File: src/rtl/pipe_stage_buf.sv
// ---------------------------------------------------------------------------
// pipe_stage_buf
//
// Pipeline-stage register with a two-entry skid buffer and a ready/valid
// handshake on both sides. It carries PC, instruction, delay-slot flag and
// exception code between adjacent CPU stages. Flush and exception request
// replace the buffered contents with a bubble (instr 0). The bubble carries
// PC 0 for a flush and HANDLER_PC for an exception request.
//
// Optional feature macro: PIPE_STAGE_PERF_EN
//   When defined, adds output stall_cnt[31:0]. It counts the cycles in which
//   out_valid=1 and out_ready=0. Only reset clears it, and it wraps.
//
// Ports
//   clk        in   clock
//   reset      in   synchronous, active-high reset
//   flush      in   discard entries, bubble with PC 0
//   req        in   exception request, bubble with PC HANDLER_PC (beats flush)
//   in_valid   in   upstream entry valid
//   in_ready   out  stage can accept an entry (registered, no out_ready path)
//   in_pc      in   upstream PC
//   in_instr   in   upstream instruction
//   in_bd      in   upstream delay-slot flag
//   in_exc     in   upstream exception code
//   out_valid  out  head entry valid
//   out_ready  in   downstream accepts head this cycle
//   out_pc     out  head PC (meaningful during bubbles too, e.g. handler PC)
//   out_instr  out  head instruction
//   out_bd     out  head delay-slot flag
//   out_exc    out  head exception code
//   stall_cnt  out  stall cycle counter (only with PIPE_STAGE_PERF_EN)
// ---------------------------------------------------------------------------
module pipe_stage_buf #(
    parameter int              PC_W       = 32,
    parameter int              INSTR_W    = 32,
    parameter int              EXC_W      = 5,
    parameter logic [PC_W-1:0] HANDLER_PC = 32'h0000_4180
) (
    input  logic               clk,
    input  logic               reset,
    input  logic               flush,
    input  logic               req,
    input  logic               in_valid,
    output logic               in_ready,
    input  logic [PC_W-1:0]    in_pc,
    input  logic [INSTR_W-1:0] in_instr,
    input  logic               in_bd,
    input  logic [EXC_W-1:0]   in_exc,
    output logic               out_valid,
    input  logic               out_ready,
    output logic [PC_W-1:0]    out_pc,
    output logic [INSTR_W-1:0] out_instr,
    output logic               out_bd,
    output logic [EXC_W-1:0]   out_exc
`ifdef PIPE_STAGE_PERF_EN
    ,
    output logic [31:0]        stall_cnt
`endif
);

    typedef enum logic [1:0] {
        ST_EMPTY = 2'd0,
        ST_ONE   = 2'd1,
        ST_TWO   = 2'd2
    } state_t;

    state_t             state_q,      state_d;
    logic [PC_W-1:0]    head_pc_q,    head_pc_d;
    logic [INSTR_W-1:0] head_instr_q, head_instr_d;
    logic               head_bd_q,    head_bd_d;
    logic [EXC_W-1:0]   head_exc_q,   head_exc_d;
    logic [PC_W-1:0]    skid_pc_q,    skid_pc_d;
    logic [INSTR_W-1:0] skid_instr_q, skid_instr_d;
    logic               skid_bd_q,    skid_bd_d;
    logic [EXC_W-1:0]   skid_exc_q,   skid_exc_d;
    // Handshake flags are kept as flops decoded from the next state, so
    // in_ready never depends combinationally on out_ready.
    logic               in_ready_q,   in_ready_d;
    logic               out_valid_q,  out_valid_d;

    logic               push_s;
    logic               pop_s;

    // Handshake events as seen at the coming clock edge.
    always_comb begin
        push_s = in_valid & in_ready_q;
        pop_s  = out_valid_q & out_ready;
    end

    // Next-state and datapath selection. Priority is reset, req, flush,
    // then normal operation.
    always_comb begin
        state_d      = state_q;
        head_pc_d    = head_pc_q;
        head_instr_d = head_instr_q;
        head_bd_d    = head_bd_q;
        head_exc_d   = head_exc_q;
        skid_pc_d    = skid_pc_q;
        skid_instr_d = skid_instr_q;
        skid_bd_d    = skid_bd_q;
        skid_exc_d   = skid_exc_q;

        if (reset) begin
            state_d      = ST_EMPTY;
            head_pc_d    = '0;
            head_instr_d = '0;
            head_bd_d    = 1'b0;
            head_exc_d   = '0;
            skid_pc_d    = '0;
            skid_instr_d = '0;
            skid_bd_d    = 1'b0;
            skid_exc_d   = '0;
        end else if (req || flush) begin
            // Bubble: any same-cycle push is dropped. A same-cycle pop has
            // already been taken by the downstream stage.
            state_d      = ST_EMPTY;
            head_pc_d    = req ? HANDLER_PC : '0;
            head_instr_d = '0;
            head_bd_d    = 1'b0;
            head_exc_d   = '0;
            skid_pc_d    = '0;
            skid_instr_d = '0;
            skid_bd_d    = 1'b0;
            skid_exc_d   = '0;
        end else begin
            case (state_q)
                ST_EMPTY: begin
                    if (push_s) begin
                        state_d      = ST_ONE;
                        head_pc_d    = in_pc;
                        head_instr_d = in_instr;
                        head_bd_d    = in_bd;
                        head_exc_d   = in_exc;
                    end else begin
                        state_d = ST_EMPTY;
                    end
                end
                ST_ONE: begin
                    if (push_s && pop_s) begin
                        state_d      = ST_ONE;
                        head_pc_d    = in_pc;
                        head_instr_d = in_instr;
                        head_bd_d    = in_bd;
                        head_exc_d   = in_exc;
                    end else if (push_s) begin
                        state_d      = ST_TWO;
                        skid_pc_d    = in_pc;
                        skid_instr_d = in_instr;
                        skid_bd_d    = in_bd;
                        skid_exc_d   = in_exc;
                    end else if (pop_s) begin
                        // Drained: leave a nop bubble but keep the last PC
                        // visible to downstream.
                        state_d      = ST_EMPTY;
                        head_instr_d = '0;
                        head_bd_d    = 1'b0;
                        head_exc_d   = '0;
                    end else begin
                        state_d = ST_ONE;
                    end
                end
                ST_TWO: begin
                    // in_ready is low here, so only a pop can happen.
                    if (pop_s) begin
                        state_d      = ST_ONE;
                        head_pc_d    = skid_pc_q;
                        head_instr_d = skid_instr_q;
                        head_bd_d    = skid_bd_q;
                        head_exc_d   = skid_exc_q;
                    end else begin
                        state_d = ST_TWO;
                    end
                end
                default: begin
                    state_d = ST_EMPTY;
                end
            endcase
        end

        in_ready_d  = (state_d != ST_TWO);
        out_valid_d = (state_d != ST_EMPTY);
    end

    // Stage registers. Reset is folded into the _d logic because it is
    // synchronous.
    always_ff @(posedge clk) begin
        state_q      <= state_d;
        head_pc_q    <= head_pc_d;
        head_instr_q <= head_instr_d;
        head_bd_q    <= head_bd_d;
        head_exc_q   <= head_exc_d;
        skid_pc_q    <= skid_pc_d;
        skid_instr_q <= skid_instr_d;
        skid_bd_q    <= skid_bd_d;
        skid_exc_q   <= skid_exc_d;
        in_ready_q   <= in_ready_d;
        out_valid_q  <= out_valid_d;
    end

    // Output mapping straight from flops.
    always_comb begin
        in_ready  = in_ready_q;
        out_valid = out_valid_q;
        out_pc    = head_pc_q;
        out_instr = head_instr_q;
        out_bd    = head_bd_q;
        out_exc   = head_exc_q;
    end

`ifdef PIPE_STAGE_PERF_EN
    logic [31:0] stall_cnt_q, stall_cnt_d;

    // Stall counter: req/flush do not clear it, and it wraps naturally.
    always_comb begin
        if (reset) begin
            stall_cnt_d = 32'd0;
        end else if (out_valid_q && !out_ready) begin
            stall_cnt_d = stall_cnt_q + 32'd1;
        end else begin
            stall_cnt_d = stall_cnt_q;
        end
    end

    // Stall counter register.
    always_ff @(posedge clk) begin
        stall_cnt_q <= stall_cnt_d;
    end

    // Counter output from flop.
    always_comb begin
        stall_cnt = stall_cnt_q;
    end
`endif

endmodule

File: config.mk
export PLATFORM = sky130hd
export DESIGN_NAME = pipe_stage_buf
export DESIGN_NICKNAME = d
export VERILOG_FILES = /design/src/rtl/pipe_stage_buf.sv
export SDC_FILE = /design/constraint.sdc
export NUM_CORES = 1
export LEC_CHECK = 0
export BUFFER_PORTS_ARGS = -buffer_cell sky130_fd_sc_hd__buf_2
export CAP_MARGIN = 15
export CORE_MARGIN = 1
export CORE_UTILIZATION = 30
export CTS_BUF_LIST = sky130_fd_sc_hd__clkbuf_2 sky130_fd_sc_hd__clkbuf_4 sky130_fd_sc_hd__clkbuf_8
export CTS_CLUSTER_DIAMETER = 50
export DETAILED_ROUTE_END_ITERATION = 16
export PLACE_DENSITY = 0.52
export SLEW_MARGIN = 30
export SYNTH_ARGS = -nofsm -noshare
export SYNTH_HDL_FRONTEND = slang
export SYNTH_SLANG_ARGS = --single-unit
File: constraint.sdc
create_clock -name clk -period 1.7 [get_ports clk]
set_input_delay 0.085 -clock clk [delete_from_list [all_inputs] [get_ports clk]]
set_output_delay 0.085 -clock clk [all_outputs]
set_load 0.05 [all_outputs]
### After elaboration in Yosys (flattened, before gate mapping)

Cells that the tools add are included.

| word-level totals | value |
|---|---|
| flip-flop bits (word level) | 144 |
| input bits | 76 |
| word-level logic and storage cells | 66 |

| operators by class | value |
|---|---|
| equal/unequal tests | 10 |
| muxes and demuxes | 32 |
| bitwise gates (word level) | 3 |
| reduce and logical (&&, ||, !) cells | 10 |

Operator list:

| operator | number |
|---|---|
| $mux W32 | 9 |
| $pmux W32 S3 | 2 |
| $mux W5 | 5 |
| $mux W15 | 1 |
| $ne A3 B3 Y1 const B | 5 |
| $pmux W5 S3 | 1 |
| $mux W2 | 5 |
| $mux W1 | 7 |
| $ne A2 B2 Y1 const B | 3 |
| $pmux W2 S3 | 1 |
| $reduce_and A5 Y1 | 1 |
| $reduce_and A4 Y1 | 1 |
| $reduce_bool A4 Y1 | 1 |
| $pmux W1 S3 | 1 |
| $reduce_and A3 Y1 | 1 |
| $reduce_bool A3 Y1 | 1 |
| $and A1 B1 Y1 | 2 |
| $eq A2 B1 Y1 const B | 1 |
| $eq A2 B2 Y1 const B | 1 |
| $logic_not A2 Y1 | 1 |
| $reduce_bool A2 Y1 | 1 |
| $reduce_or A2 Y1 | 1 |
| $logic_and A1 B1 Y1 | 1 |
| $logic_or A1 B1 Y1 | 1 |
| $not A1 Y1 | 1 |

### Logic depth before layout (Yosys ltp)

| logic depth | value |
|---|---|
| depth after elaboration | 8 |
| depth in mapped cells | 9 |

### Worst setup path before layout

OpenSTA, ideal clock, no wires.

| timing path | value |
|---|---|
| path kind | flip-flop to flip-flop |
| from | reg in_ready_q, in the netlist in_ready |
| to | reg head_pc_q[0], in the netlist out_pc[0] |
| data arrival time | 1.716 ns |
| required time | 1.614 ns |
| slack | -0.101 ns |
| cell stages (with the launch flop) | 6 |
| clock period less this slack | 1.801 ns |
| cells stage by stage | dfxtp_1 -> nand4_1 -> nor2_1 -> clkbuf_1 -> nor3_1 -> a211oi_1 |

| on the way | value |
|---|---|
| cells in the longest elaborated chain, start to end | 4 |
| elaborated cells between the ends (all ways) | 5 |
| classes of those cells | 2 x eq/ne; 1 x bitwise; 2 x reduce/logical |

Ends and longest elaborated chain:

| what | line | text |
|---|---|---|
| start: declaration | 78 | `logic in_ready_q, in_ready_d;` |
| start signal: assignment | 196 | `in_ready_q <= in_ready_d;` |
| $and A1 B1 Y1 (*) | 86 | `push_s = in_valid & in_ready_q;` |
| $logic_and A1 B1 Y1 | 139 | `if (push_s && pop_s) begin` |
| $ne A3 B3 Y1 (no source line) | n/a |  |
| $reduce_and A4 Y1 (no source line) (*) | n/a |  |
| end signal: assignment | 188 | `head_pc_q <= head_pc_d;` |
| end: declaration | 68 | `logic [PC_W-1:0] head_pc_q, head_pc_d;` |

Every way passes the cells marked *; elsewhere a longest branch is shown, timed or not.
A chain may end at the register's enable or synchronous reset.

### Worst setup path after layout

| timing path | value |
|---|---|
| from | reg state_q[0] |
| to | reg head_instr_q[3], in the netlist out_instr[3] |

| on the way | value |
|---|---|
| cells in the longest elaborated chain, start to end | 3 |
| elaborated cells between the ends (all ways) | 10 |
| classes of those cells | 6 x eq/ne; 1 x mux; 3 x reduce/logical |

Ends and longest elaborated chain:

| what | line | text |
|---|---|---|
| start: declaration | 67 | `state_t state_q, state_d;` |
| start signal: assignment | 187 | `state_q <= state_d;` |
| $eq A2 B1 Y1 (tied with other cells) | 126 | `case (state_q)` |
| $ne A3 B3 Y1 (no source line) (tied with other cells) | n/a |  |
| $reduce_and A5 Y1 (no source line) | n/a |  |
| end signal: assignment | 189 | `head_instr_q <= head_instr_d;` |
| end: declaration | 69 | `logic [INSTR_W-1:0] head_instr_q, head_instr_d;` |

Several ways; a longest one is shown, not always the timed one.

==> reports/qor.yml <==
slowest_delay_ns: 0.39
cp.required_ns: 2.08
critPathKind: "flip-flop to flip-flop"
routed_wl_um: 19000
p_leak_uw: 0.00326
wl_per_cell_um: 16.7
grt_pass1_vias: 5521
maxClockFrequency_mhz: 553
synth_area_leaders: "dfxtp_1 (50%), nand2_1 (9.4%), a21oi_1 (9.4%), mux2i_1 (5.6%), a22oi_1 (4.9%)"
fin_crit_sh_pct: 106
grt_first_pass_wirelength_um: 28600
crit_fanout: 8
setup_ws_ns: -0.109
utilization_pct: 45.6
cp_data_arrival_time_ns: 2.19
dpl.hpwl_um: 10400
layout.nets: 973
synth_top_area_share_pct: 50.0
core_um2: 18800
num_rows: 50
vias: 5643
power_uw: 7930
cp-start-kind: "flip-flop"
setup_viol: 38
hp-class: "input port to flip-flop"
whs_ns: 0.0615
insertion_delay_ns: 0.44
fp.dieH_um: 141
netlist_instances: 671
peakVddDrop_v: 0.000552
syn2layout_area_growth_pct: 48.4
ys_seq_area_share_pct: 50.0
min_period_ns: 1.81
path_clk_slew_ns: 0.08
antenna_found_initial: 1
gp_congestion: 0.754
power_density_nw_per_um2: 926
hold_violations: 0
cp-end-kind: "flip-flop"
postSynth.asyncResetShare_pct: 0
outcome: "finished, violations left"
clockBufferDepth: 2
drc_errors: 0
ios: 148
slew_headroom_pct: 73.2
synth_common_cells: "nand2_1 (145), dfxtp_1 (144), a21oi_1 (108)"
cts_tree: "built"
numCtsBuffers: 17
grt-ovfl-total: 0
vias_per_cell: 4.95
rsz0062_at_grt: "true"
slew_violations: 0
port-buffer-count: 147
synth_area_leader_cell: "dfxtp_1"
synth_nets: 751
cts.sinks: 144
synth_area_um2: 5770
skew_ns: 0.0117
firstDrtPassIters: 5
die_x_um: 141
synth.most_common_cell: "nand2_1"
ys_ff_latch: 144
yosysUniqueCellTypes: 34
drv_cap: 0
cts_root_buffer: "clkbuf_8"
synth_edf_count: 0
slowest_stage: "dfxtp_4"
grt_max_degree: 39
cts_max_level: 4
die_area_um2: 19800
initial_core_util_pct: 30.7
ant_nets: 0
syn_avg_cell_area_um2: 8.60
worstPathCellList: "inv_4 > ha_4 > or2_4 > a221oi_4 > buf_8 > buf_6 > o21ai_0 > a21oi_1"
drive_above_1_share_pct: 28.3
pre_cts_ws_ns: -0.134
ys.warnings.count: 0
violations: "negative setup slack"
drt_iter0_markers: 266
grt_use_total_pct: 18.4
worst_pin_slew_ns: 0.403
synth_ff_type: "dfxtp_1"
==> sequential cells by signal, indices dropped and copies added, names as in the netlist <==
name / count
out_valid: 1
in_ready: 1
skid_pc_q: 32
out_instr: 32
out_exc: 5
out_pc: 32
out_bd: 1
skid_bd_q: 1
skid_exc_q: 5
skid_instr_q: 32
state_q: 2
==> path summary, 6_finish.rpt <==
| path | start | endpoint | slack (ns) | cells past startpoint |
|---|---|---|---|---|
| worst max-delay path | state_q[0] | out_instr[3] | -0.11 | 8 |
| worst min-delay path | reset | out_pc[7] | 0.06 | 3 |
| worst max register to register | state_q[0] | out_instr[3] | -0.11 | 8 |
| worst min register to register | skid_pc_q[13] | skid_pc_q[13] | 0.45 | 2 |
==> area by class of cell <==
class | instances | area (µm²)
repair buffers | 265 | 2190
clock inverters | 9 | 203
well taps | 234 | 293
inverters | 3 | 13.8
fillers | 1862 | 10200
diodes | 1 | 2.50
multi-input cells | 462 | 2680
flip-flops and latches | 144 | 2890
clock buffers | 22 | 290
==> cell families after synthesis <==
family / after synthesis / share of synthesized area, %
AOI/OAI and AO/OA: 227 / 23.8
adders and majority gates: 4 / 0.868
buffers and inverters: 65 / 5.38
DFF: 144 / 50.0
muxes: 32 / 5.55
and+or+nand+nor: 199 / 14.5
==> cells in the final DEF (no fill, tap or decap), types with 2 or more instances in the layout <==
cell type,count
o21ai_0,19
bufinv_16,6
dfxtp_2,2
dfxtp_1,140
nand2b_1,4
o21ai_2,8
nor2_1,2
o311ai_2,2
a22oi_1,38
buf_4,12
nand3_1,2
a211oi_1,29
buf_2,147
clkbuf_4,2
or2_4,2
buf_12,13
dfxtp_4,2
nand2_1,145
o21ai_1,15
buf_16,4
nor3_1,34
clkbuf_16,6
mux2i_1,32
and2_1,2
a21oi_2,6
clkbuf_8,20
buf_6,8
dlygate4sd3_1,74
ha_4,2
a21oi_1,104
nand4b_1,2
==> what timing repair did <==
item,CTS,global route
endpoints found under the setup margin,68,106
gates resized for setup,12,44
pin swaps,1,32
endpoints found under the hold margin,133,0
setup buffers,3,0
gates cloned,4,8
hold buffers,74,0
==> power by group <==
part / leakage (µW) / switching, µW / total [µW] / internal (µW)
sequential: 0.00117 / 32.2 / 3460 / 3420
combinational: 0.00184 / 616 / 1110 / 495
clock: 0.000250 / 1320 / 3360 / 2050
total: 0.00326 / 1960 / 7930 / 5970
==> stage by stage <==
| stage | cells | instance area (µm²) | TNS (ns) |
|---|---|---|---|
| detailed placement | 1019 | 6910 | -5.20 |
| floorplan | 671 | 5780 | 0 |
| finish | 1140 | 8560 | -2.97 |
| CTS | 1131 | 8310 | -3.07 |
| global placement | 1019 | 6910 | -1.86 |
| global route | 1140 | 8560 | -6.92 |
==> worst max-delay path: cells and delay by family, from the launching register on <==
family	cells	cell delay [ns]
flops	1	0.39
buf+inv	3	0.42
simple gates	1	0.26
compound gates	3	0.50
fa+ha+maj	1	0.17
==> metal layers <==
metal,vias up,GRT usage [%],wire (µm)
met5,-,0,0
met4,0,4.81,143
met3,12,5.16,1110
met2,151,31.2,9030
met1,2662,22.9,8730
li1,2818,-,-
No activity file was read; power rests on OpenSTA's default activity.
